[config.mk]
export PLATFORM = sky130hd
export DESIGN_NAME = axi_ad7124_cmd_buf
export DESIGN_NICKNAME = d
export VERILOG_FILES = /design/src/rtl/axi_ad7124_cmd_buf.sv
export SDC_FILE = /design/constraint.sdc
export NUM_CORES = 1
export LEC_CHECK = 0
export ABC_AREA = 1
export CORE_MARGIN = 4
export CORE_UTILIZATION = 50
export CTS_BUF_LIST = sky130_fd_sc_hd__clkbuf_4 sky130_fd_sc_hd__clkbuf_8 sky130_fd_sc_hd__clkbuf_16
export CTS_CLUSTER_DIAMETER = 100
export DETAILED_ROUTE_END_ITERATION = 8
export PLACE_DENSITY = 0.8
export SLEW_MARGIN = 20
export SYNTH_ARGS = -nofsm -noshare
export SYNTH_HDL_FRONTEND = slang
export SYNTH_SLANG_ARGS = --single-unit
[constraint.sdc]
create_clock -name clk -period 3.2 [get_ports clk]
set_clock_uncertainty 0.05 [all_clocks]
set_input_delay 0.48 -clock clk [delete_from_list [all_inputs] [get_ports clk]]
set_output_delay 0.48 -clock clk [all_outputs]
set_load 0.02 [all_outputs]
[src/rtl/axi_ad7124_cmd_buf.sv]
// ---------------------------------------------------------------------------------------------
// axi_ad7124_cmd_buf
//
// Command-side companion of the AD7124 offload data buffer. Software fills a byte-addressable
// command memory through a 32-bit BRAM-style write port. On each trigger the first cfg_length
// bytes of that memory are streamed, in order, onto the SPI engine offload SDO interface, so
// that every conversion frame is preceded by a programmable command sequence.
//
// Ports (single clock domain, shared with the SPI engine):
//   clk                sole clock
//   resetn             asynchronous, active-low reset
//   trigger            single-cycle frame start request (accepted only when idle)
//   cfg_length         frame length in bytes, sampled on an accepted trigger, clamped to depth
//   busy               frame in progress (stays high through the done cycle)
//   done               one-cycle pulse at frame end
//   overrun            sticky: a trigger arrived while a frame was running
//   offload_sdo_valid  stream byte valid
//   offload_sdo_ready  SPI engine accepts the byte
//   offload_sdo_data   stream byte
//   bram_en            BRAM port enable
//   bram_we            per-byte-lane write enables (bit k -> bits 8k+7:8k)
//   bram_addr          word address
//   bram_din           write data
//   bram_dout          read-old-data, 1-cycle latency, held while bram_en is low
//
// Byte map: word a, lane k <-> byte address 4a+k. Memory contents are not reset.
//
// Build option:
//   AXI_AD7124_CMD_BUF_OVERRUN_EN  when defined, a trigger ignored in FETCH/SEND sets the
//                                  sticky overrun flag; an accepted trigger clears it.
//                                  When undefined, overrun is tied to 0.
// ---------------------------------------------------------------------------------------------

module axi_ad7124_cmd_buf #(
  parameter int unsigned BUFFER_ADDR_WIDTH = 5
) (
  input  logic                         clk,
  input  logic                         resetn,

  input  logic                         trigger,
  input  logic [BUFFER_ADDR_WIDTH:0]   cfg_length,
  output logic                         busy,
  output logic                         done,
  output logic                         overrun,

  output logic                         offload_sdo_valid,
  input  logic                         offload_sdo_ready,
  output logic [7:0]                   offload_sdo_data,

  input  logic                         bram_en,
  input  logic [3:0]                   bram_we,
  input  logic [BUFFER_ADDR_WIDTH-3:0] bram_addr,
  input  logic [31:0]                  bram_din,
  output logic [31:0]                  bram_dout
);

  localparam int unsigned AW       = BUFFER_ADDR_WIDTH;
  localparam int unsigned NumWords = 2 ** (AW - 2);

  localparam logic [AW:0] LenZero = '0;
  localparam logic [AW:0] LenOne  = {{AW{1'b0}}, 1'b1};
  localparam logic [AW:0] MaxLen  = {1'b1, {AW{1'b0}}};

  typedef enum logic [1:0] {StIdle, StFetch, StSend} state_e;

  // -------------------------------------------------------------------------------------------
  // Command memory
  // -------------------------------------------------------------------------------------------
  logic [31:0] mem [NumWords];

  always_ff @(posedge clk) begin
    if (bram_en) begin
      for (int k = 0; k < 4; k++) begin
        if (bram_we[k]) begin
          mem[bram_addr][8*k +: 8] <= bram_din[8*k +: 8];
        end
      end
    end
  end

  // -------------------------------------------------------------------------------------------
  // State
  // -------------------------------------------------------------------------------------------
  state_e      state_q, state_d;
  logic [AW:0] len_q, len_d;       // bytes in the current frame
  logic [AW:0] ptr_q, ptr_d;       // next byte address to fetch into the output register
  logic [7:0]  data_q, data_d;
  logic        valid_q, valid_d;
  logic        busy_q, busy_d;
  logic        done_q, done_d;
  logic [31:0] bram_dout_q, bram_dout_d;

  // Stream fetch path. The output register is loaded directly from memory on the edge the
  // byte is fetched, so each byte carries the memory value of that cycle and, with ready high,
  // the next byte is already in place on the edge the current one is accepted.
  logic [AW-1:0] fetch_addr;
  logic [31:0]   fetch_word;
  logic [7:0]    fetch_byte;
  logic [AW:0]   len_clamped;

  always_comb begin
    fetch_addr  = (state_q == StIdle) ? '0 : ptr_q[AW-1:0];
    fetch_word  = mem[fetch_addr[AW-1:2]];
    fetch_byte  = fetch_word[{fetch_addr[1:0], 3'b000} +: 8];
    len_clamped = (cfg_length > MaxLen) ? MaxLen : cfg_length;
  end

  // -------------------------------------------------------------------------------------------
  // Next-state logic
  // -------------------------------------------------------------------------------------------
  always_comb begin
    state_d     = state_q;
    len_d       = len_q;
    ptr_d       = ptr_q;
    data_d      = data_q;
    valid_d     = valid_q;
    busy_d      = busy_q;
    done_d      = 1'b0;
    bram_dout_d = bram_en ? mem[bram_addr] : bram_dout_q;

    unique case (state_q)
      StIdle: begin
        // busy may still be high here for the done cycle of the previous frame
        busy_d = 1'b0;
        if (trigger) begin
          if (cfg_length == LenZero) begin
            done_d = 1'b1;
          end else begin
            len_d   = len_clamped;
            data_d  = fetch_byte;
            ptr_d   = LenOne;
            busy_d  = 1'b1;
            state_d = StFetch;
          end
        end
      end

      StFetch: begin
        valid_d = 1'b1;
        state_d = StSend;
      end

      StSend: begin
        if (valid_q && offload_sdo_ready) begin
          if (ptr_q == len_q) begin
            // Last byte accepted; busy is left high so it covers the done cycle.
            valid_d = 1'b0;
            done_d  = 1'b1;
            state_d = StIdle;
          end else begin
            data_d = fetch_byte;
            ptr_d  = ptr_q + LenOne;
          end
        end
      end

      default: begin
        valid_d = 1'b0;
        busy_d  = 1'b0;
        state_d = StIdle;
      end
    endcase
  end

  always_ff @(posedge clk or negedge resetn) begin
    if (!resetn) begin
      state_q     <= StIdle;
      len_q       <= '0;
      ptr_q       <= '0;
      data_q      <= '0;
      valid_q     <= 1'b0;
      busy_q      <= 1'b0;
      done_q      <= 1'b0;
      bram_dout_q <= '0;
    end else begin
      state_q     <= state_d;
      len_q       <= len_d;
      ptr_q       <= ptr_d;
      data_q      <= data_d;
      valid_q     <= valid_d;
      busy_q      <= busy_d;
      done_q      <= done_d;
      bram_dout_q <= bram_dout_d;
    end
  end

  // -------------------------------------------------------------------------------------------
  // Overrun flag
  // -------------------------------------------------------------------------------------------
`ifdef AXI_AD7124_CMD_BUF_OVERRUN_EN
  logic overrun_q, overrun_d;

  always_comb begin
    overrun_d = overrun_q;
    if (trigger) begin
      // accepted in idle clears; ignored while a frame runs sets
      overrun_d = (state_q != StIdle);
    end
  end

  always_ff @(posedge clk or negedge resetn) begin
    if (!resetn) begin
      overrun_q <= 1'b0;
    end else begin
      overrun_q <= overrun_d;
    end
  end

  assign overrun = overrun_q;
`else
  assign overrun = 1'b0;
`endif

  // -------------------------------------------------------------------------------------------
  // Outputs
  // -------------------------------------------------------------------------------------------
  assign busy              = busy_q;
  assign done              = done_q;
  assign offload_sdo_valid = valid_q;
  assign offload_sdo_data  = data_q;
  assign bram_dout         = bram_dout_q;

endmodule

Yosys cells after proc, flatten, opt, wreduce, memory -nomap -nowiden
Memory sizes are Yosys's and may differ from the RTL's. A register that Yosys moved wholly into a read port is not among the register bits.
Index checks and enable logic that the tools add are counted.
Widths: inputs -> output; s select.
Storage, ports and cells
  flip-flop bits (word level): 25
  input bits: 50
  output and inout bits: 44
  word-level logic and storage cells: 71
  memory bits (writable): 256
  memories: 1
Cells by class
  order comparisons: 1
  shift-type cells: 1
  reductions and logical operators: 10
  add/subtract/negate cells: 1
  multiplexer cells: 40
  bitwise operators: 2
  eq/ne operators: 8
Memory list
  mem: depth 8, bits a word 32, rd ports 2, clocked after memory_dff 1, wr ports 1, line 69  | logic [31:0] mem [NumWords];
Operators by type and width (number)
  $mux 8: 4
  $shiftx 32x6->8: 1
  $mux 6: 5
  $mux 1: 20
  $pmux 8 s2: 1
  $pmux 6 s2: 1
  $ne 2x2->1 const B: 5
  $mux 2: 4
  $add 6x1->6 const B: 1
  $eq 6x6->1: 1
  $gt 6x6->1 const B: 1
  $logic_not 6->1: 1
  $pmux 2 s3: 1
  $reduce_and 3->1: 2
  $mux 5: 1
  $reduce_and 5->1: 1
  $pmux 1 s2: 2
  $reduce_and 4->1: 1
  $pmux 1 s3: 1
  $eq 2x1->1 const B: 1
  $eq 2x2->1 const B: 1
  $logic_not 2->1: 1
  $not 1->1: 2
  $reduce_bool 2->1: 1
  other kinds (3): 3

Logic depth before layout (Yosys ltp)
Gate-level depths: netlist (run 1).
An unclocked memory read counts as a cell.
  word-level depth: 7
  mapped depth: 14
  gate-level depth less buffers: 12

Least setup slack after synthesis (run 1)
Ideal clock, no wire load.
  path type: input-to-reg
  start: input port bram_en
  end: memory mem[0][0], enable pin
  slack: 1206 ps
  required time: 2780 ps
  path buffers: 2
  arrival: 1574 ps
  stages on the path: 4
  path through: clkbuf_1 clkbuf_1 nand2_1 nor2_1
Between the ends
  longest elaborated chain between the ends: 2
Ends and longest elaborated chain
  start: declaration: line 50  | input logic bram_en,
  $mux 1: line 72  | if (bram_en) begin
  $mux 1 (implied by the code): line 75  | mem[bram_addr][8*k +: 8] <= bram_din[8*k +: 8];
  end: declaration: line 69
Every way passes these cells.

Worst setup path after layout (run 1)
  start: register state_q[0]
  end: register data_q[2], in the netlist offload_sdo_data[2]
Between the ends
  longest elaborated chain between the ends: 7
Ends and longest elaborated chain
  start: declaration: line 84  | state_e state_q, state_d;
  start signal: assignment: line 167  | state_q <= StIdle;
  start signal: assignment: line 176  | state_q <= state_d;
  $logic_not 2->1: line 102, 121
  $mux 5: line 102  | fetch_addr = (state_q == StIdle) ? '0 : ptr_q[AW-1:0];
  $mem_v2 8x32
  $shiftx 32x6->8: line 104  | fetch_byte = fetch_word[{fetch_addr[1:0], 3'b000} +: 8];
  $mux 8 (on tied branches): line 145, 126
  $mux 8 (on tied branches): line 144, 125
  $pmux 8 s2: line 121  | unique case (state_q)
  end signal: assignment: line 179  | data_q <= data_d;
  end: declaration: line 87  | logic [7:0] data_q, data_d;
Several ways; a longest one is shown, not always the timed one. The select of a mux whose other input is x is not followed.
A chain may end at the register's enable or synchronous reset.

==> impl_metrics.json, run 1 <==
{
  "seqPwrFrac": 0.438,
  "clk_pin_slew_ns": 0.06,
  "first_pass_iters": 6,
  "synth_area_mm2": 0.0151,
  "ir_worst_vdd_mv": 0.381,
  "cap_violations": 0,
  "antenna_found_initial": 0,
  "synth_fp_nets": 1671,
  "ys_seq_area_frac": 0.604,
  "first_global_vias": 12479,
  "place_ws_ns": 0.584,
  "drcViolationCount": 0,
  "synth_top_family_by_area": "simple AND/OR/NAND/NOR gates",
  "grt-ovfl-total": 0,
  "synth-xor-area-share": 0.00465,
  "detail_route.wl_per_cell_um": 21.9,
  "grt_max_degree": 71,
  "multi_input_area_mm2": 0.00456,
  "coreArea_mm2": 0.0297,
  "area_delta_synth_final_pct": 17.9,
  "regArea_mm2": 0.00911,
  "endpoint_kind": "flop",
  "cts_root_buf": "clkbuf_16",
  "vias": 12898,
  "setup.worst_path.start": "state_q[0]",
  "numCtsBuffers": 34,
  "cts.sinks": 313,
  "timing.final.crit_share": 0.849,
  "synth_cells": 1616,
  "dpl.hpwl_um": 30000,
  "gp_congestion": 0.919,
  "tns_ns": 0,
  "ctsHtreeMaxLevel": 2,
  "routed_via_density": 6.02,
  "r2r_slack_ns": 0.48,
  "crit_end": "offload_sdo_data[2]",
  "p_leak_nw": 7.40,
  "postRouteAntennaNets": 0,
  "clockPowerShare": 0.363,
  "dieArea_mm2": 0.0330,
  "power.switching_w": 0.00324,
  "portBuffers": 92,
  "crit_arrival_ns": 3.07,
  "final_util": 0.598,
  "setup_viol": 0,
  "die_y_um": 182,
  "core.rowCount": 63,
  "tritoncts": "done",
  "grt_use_total": 0.276,
  "ctsResizeCount": 0,
  "p_int_w": 0.00778,
  "clk_path_buf_depth": 3,
  "routed_wl_um": 47000,
  "worstMarginPinSlew_ns": 0.989,
  "status": "finished, final reports clean",
  "nets": 1784,
  "hold_path_class": "in -> async",
  "reg2reg_from": "state_q[0]",
  "setup_slack_ns": 0.483,
  "p_sw_frac": 0.294,
  "fp.dieW_um": 182,
  "final_layout_size_suffix_gt1_frac": 0.0856,
  "slew_headroom": 0.341,
  "path_class": "reg -> reg",
  "drt_iter0_drc": 2096,
  "rsz0062_at_grt": "false",
  "required_ns": 3.55,
  "synth_compound_area_frac": 0.0752,
  "layout_min_cycle_time_ns": 2.72,
  "synthMuxAreaShare": 0,
  "finalHoldViolCount": 0,
  "synthSimpleGateAreaFrac": 0.218,
  "powerDensity_mw_per_mm2": 620,
  "synthAdderAreaFrac": 0.00415,
  "ys.warnings.count": 0,
  "critPathMaxFanout": 53,
  "clock_latency_ns": 0.52,
  "share_comb_of_total_power": 0.200,
  "rr_endpoint": "offload_sdo_data[2]",
  "ys_types": 38,
  "initial_core_util": 0.507,
  "io_pins": 94,
  "fillCellCount": 2339,
  "fmax_mhz": 368,
  "grt_pass1_wl_um": 70800,
  "ff2ff_path_depth": 12,
  "worst_setup_path_start_kind": "flop",
  "timing.final.max_slew_violations": 0,
  "cts_hold_buf": 0,
  "postCtsSetupRepairBufs": 0,
  "postSynthAreaPerCell_um2": 9.33,
  "synth-seq-cells": 313
}
[area by class of cell]
| class | count | area share |
|---|---|---|
| Antenna cell | 1 | 0.000141 |
| Clock buffer | 43 | 0.0533 |
| Clock inverter | 17 | 0.0107 |
| Inverter | 254 | 0.0539 |
| Multi-Input combinational cell | 966 | 0.256 |
| Sequential cell | 313 | 0.513 |
| Tap cell | 390 | 0.0274 |
| Timing Repair Buffer | 160 | 0.0856 |
[layer usage]
metal | track usage | wire length (um) | up-vias
met2 | 0.419 | 20700 | 1107
met3 | 0.0685 | 7160 | 232
met5 | 0 | 0 | -
met4 | 0.138 | 2740 | 0
met1 | 0.373 | 16400 | 5914
li1 | - | - | 5645
[worst max-delay path, stage by stage, from the launching register on]
cell and delay (ns):
dfrtp_1 0.36, inv_1 0.09, ha_1 0.37, buf_4 0.24, nor2_8 0.29, buf_12 0.31
nand2_1 0.09, nand2_1 0.08, nand3_1 0.07, nand3_1 0.25, nand3_1 0.19, nand3_1 0.13
nand2_1 0.05
[state kept, by name, indices dropped and copies added, names as in the netlist]
name and cells:
mem 256, bram_dout 32, offload_sdo_data 8, len_q 6
ptr_q 6, state_q 2, busy 1, done 1
offload_sdo_valid 1
[cell families after synthesis]
group | after synthesis
other cells | 1
compound gates | 187
simple gates | 765
fa+ha+maj | 5
flops | 313
xor+xnor | 8
buf+inv | 337
[cells in the final DEF, fill, tap and decap left out, drive strengths merged, types with 33 or more instances in the layout]
cell,n
nand2,314
clkdlybuf4s50,90
clkbuf,43
buf,70
a21oi,38
dfrtp,57
o22ai,73
o21ai,33
edfxtp,256
nand3,241
inv,253
nor2,190
[Yosys cell counts, drive strengths merged]
cell type  number  area share
clkinv          2     0.00050
inv           252       0.063
nor3           15      0.0053
a31oi          15      0.0062
o2bb2ai         1     0.00058
ha              5      0.0041
dfrtp          57       0.095
o21ai          33       0.011
nand2         314       0.079
a221oi          6      0.0035
o22ai          73       0.030
nand3         241       0.082
xor2            8      0.0046
nor4            2     0.00083
clkbuf         16      0.0040
a22oi          10      0.0050
a22o            2      0.0012
nor2          190       0.050
a21oi          38       0.013
edfxtp        256        0.51
a41oi           5      0.0029
a211oi          1     0.00050
conb            1     0.00025
buf            67       0.026
nand4           3      0.0012
o211ai          3      0.0015
[worst min-delay path by stage]
stage / slack, ns / depth (start not counted) / endpoint / startpoint
global placement: 0.42 / 2 / busy / busy
finish: 0.09 / 1 / bram_dout[10] / resetn
global route: 0.13 / 1 / bram_dout[26] / resetn
CTS: 0.08 / 1 / bram_dout[31] / resetn
detailed placement: 0.43 / 2 / len_q[3] / len_q[3]
floorplan: 0.13 / 0 / bram_dout[0] / resetn
[per-stage QoR]
step / hold slack [ns] / cell area, um^2 / power [W] / cells
3_3_place_gp: 0.416 / 16600 / 0.00694 / 2083
2_1_floorplan: 0.134 / 15100 / 0.00608 / 1616
3_5_place_dp: 0.434 / 16600 / 0.00700 / 2083
4_1_cts: 0.0820 / 17800 / 0.0110 / 2143
6_report: 0.0856 / 17800 / 0.0110 / 2144
5_1_grt: 0.134 / 17800 / 0.0114 / 2143
[power by group through the flow]
stage          sequential [W]  combinational [W]  clock, W
2_1_floorplan         0.00497            0.00111         0
3_3_place_gp          0.00489            0.00205         0
3_5_place_dp          0.00490            0.00211         0
4_1_cts               0.00482            0.00213   0.00402
5_1_grt               0.00484            0.00232   0.00422
6_report              0.00482            0.00220   0.00400
No activity file was read; power rests on OpenSTA's default activity.
==> run 2, diff against run 1 <==
PLACE_DENSITY = 0.83   (was 0.8)
clock period = 2.2 ns   (was 3.2 ns; I/O delays follow)
==> run 2 against run 1 <==
  * Setup slack worse by 0.37 ns
  * Final cell count rose by 2.5%
  * Clock-buffer cell count increased by 1
  * Largest cell class unchanged
  * Largest power group unchanged
==> impl_metrics.json, run 2 (synthesized netlist as in run 1, its figures left out) <==
{
  "hold_path_class": "in -> async",
  "portBuffers": 92,
  "postRouteAntennaNets": 0,
  "fp.dieW_um": 182,
  "dp_cells": 2133,
  "coreArea_mm2": 0.0297,
  "grt_max_degree": 48,
  "path_class": "reg -> reg",
  "timing.final.max_slew_violations": 0,
  "area_delta_synth_final_pct": 22.4,
  "timing.final.crit_share": 0.951,
  "crit_end": "offload_sdo_data[1]",
  "tns_ns": 0,
  "setup_slack_ns": 0.109,
  "rsz0062_at_grt": "false",
  "powerDensity_mw_per_mm2": 885,
  "final_layout_size_suffix_gt1_frac": 0.114,
  "fmax_mhz": 478,
  "clk_path_buf_depth": 3,
  "ff2ff_path_depth": 13,
  "finalHoldViolCount": 0,
  "largest_reg_flops": 256,
  "cap_violations": 0,
  "cp_common_cell": "nand3_1",
  "place_ws_ns": -0.0663,
  "vias": 13303,
  "detail_route.wl_per_cell_um": 22.2,
  "cts_root_buf": "clkbuf_16",
  "nets": 1838,
  "final_common_cell": "nand2_1",
  "worst_setup_path_start_kind": "flop",
  "gp_congestion": 0.959,
  "grt_pass1_wl_um": 73600,
  "dpl.hpwl_um": 32300,
  "p_leak_nw": 7.78,
  "reg2reg_from": "state_q[1]",
  "required_ns": 2.56,
  "whs_ns": 0.214,
  "final_cell_mix": "nand2_1, edfxtp_1, inv_1",
  "rr_endpoint": "offload_sdo_data[1]",
  "first_pass_iters": 6,
  "slowest_delay_ns": 0.38,
  "fillCellCount": 2258,
  "drt_iter0_drc": 2214,
  "layout_min_cycle_time_ns": 2.09,
  "cts.sinks": 313,
  "core.rowCount": 63,
  "die_y_um": 182,
  "grt-ovfl-total": 0,
  "fin_area_mm2": 0.0185,
  "crit_arrival_ns": 2.45,
  "dieArea_mm2": 0.0330,
  "antenna_found_initial": 1,
  "routed_wl_um": 48700,
  "fin_cells": 2197,
  "worstPathCellList": "inv_1 -> ha_2 -> buf_12 -> nor2_8 -> buf_12 -> clkbuf_16 -> nand2_1 -> nand3_1 -> nand3_1 -> nand3_1 -> nand3_1 -> nand3_1 -> nand2_1",
  "first_global_vias": 12998,
  "tritoncts": "done",
  "initial_core_util": 0.507,
  "numCtsBuffers": 34,
  "clock_latency_ns": 0.52,
  "setup_viol": 0,
  "r2r_slack_ns": 0.11,
  "setup.worst_path.start": "state_q[1]",
  "ctsHtreeMaxLevel": 2,
  "num_antenna_cells": 0,
  "status": "finished, final reports clean",
  "drcViolationCount": 0,
  "grt_use_total": 0.285,
  "critPathMaxFanout": 20,
  "routed_via_density": 6.06,
  "endpoint_kind": "flop",
  "ir_worst_vdd_mv": 0.664,
  "clk_pin_slew_ns": 0.06,
  "post_dp_cell_area_mm2": 0.0172,
  "slowest_stage": "dfrtp_1",
  "io_pins": 94,
  "top_register": "mem"
}
## run 2: per-stage QoR
step                      power [W]   util
after floorplan             0.00884      -
after global placement       0.0103  0.579
after detailed placement     0.0104  0.579
after CTS                    0.0162  0.618
after global routing         0.0169  0.621
final                        0.0163  0.621
## run 2: how the worst min path moves through the flow
stage	from	end	slack [ns]
after floorplan	resetn	bram_dout[0]	-0.02
after global placement	resetn	bram_dout[14]	0.20
after detailed placement	resetn	bram_dout[13]	0.21
after CTS	resetn	bram_dout[15]	0.22
after global routing	resetn	bram_dout[15]	0.25
final	resetn	bram_dout[15]	0.21
## run 2: layout make-up
class / instances / area, um^2 / share of cell area
Inverter: 254 / 958 / 0.0519
Multi-Input combinational cell: 966 / 4560 / 0.247
Timing Repair Buffer: 214 / 2180 / 0.118
Tap cell: 390 / 488 / 0.0264
Clock buffer: 44 / 962 / 0.0521
Sequential cell: 313 / 9110 / 0.494
Clock inverter: 16 / 186 / 0.0101
## run 2: timing repair
action                                 in CTS  in global routing
hold buffers                                1                  0
setup endpoints to repair                   0                  8
endpoints found under the hold margin      10                  0
setup buffers                               0                  1
resized for setup                           0                  3
## run 2: report_power, final
| part | switching (W) | internal [W] | total [W] | leakage, nW |
|---|---|---|---|---|
| clock network | 0.00234 | 0.00357 | 0.00591 | 0.574 |
| logic | 0.00216 | 0.00123 | 0.00339 | 4.21 |
| registers | 0.000282 | 0.00676 | 0.00704 | 3.00 |
## run 2: critical path, delay by kind of cell (launching register included)
| kind | cells | cell delay [ns] |
|---|---|---|
| AND/OR/NAND/NOR | 8 | 0.75 |
| adder cells (fa/ha/maj) | 1 | 0.22 |
| buffers and inverters | 4 | 0.57 |
| flip-flops | 1 | 0.38 |
## run 2: layer usage
| metal | up-vias | wire (um) | track usage |
|---|---|---|---|
| li1 | 5759 | - | - |
| met4 | 2 | 3410 | 0.161 |
| met3 | 299 | 7140 | 0.0755 |
| met1 | 6054 | 16900 | 0.368 |
| met5 | - | 18 | 0 |
| met2 | 1189 | 21300 | 0.438 |
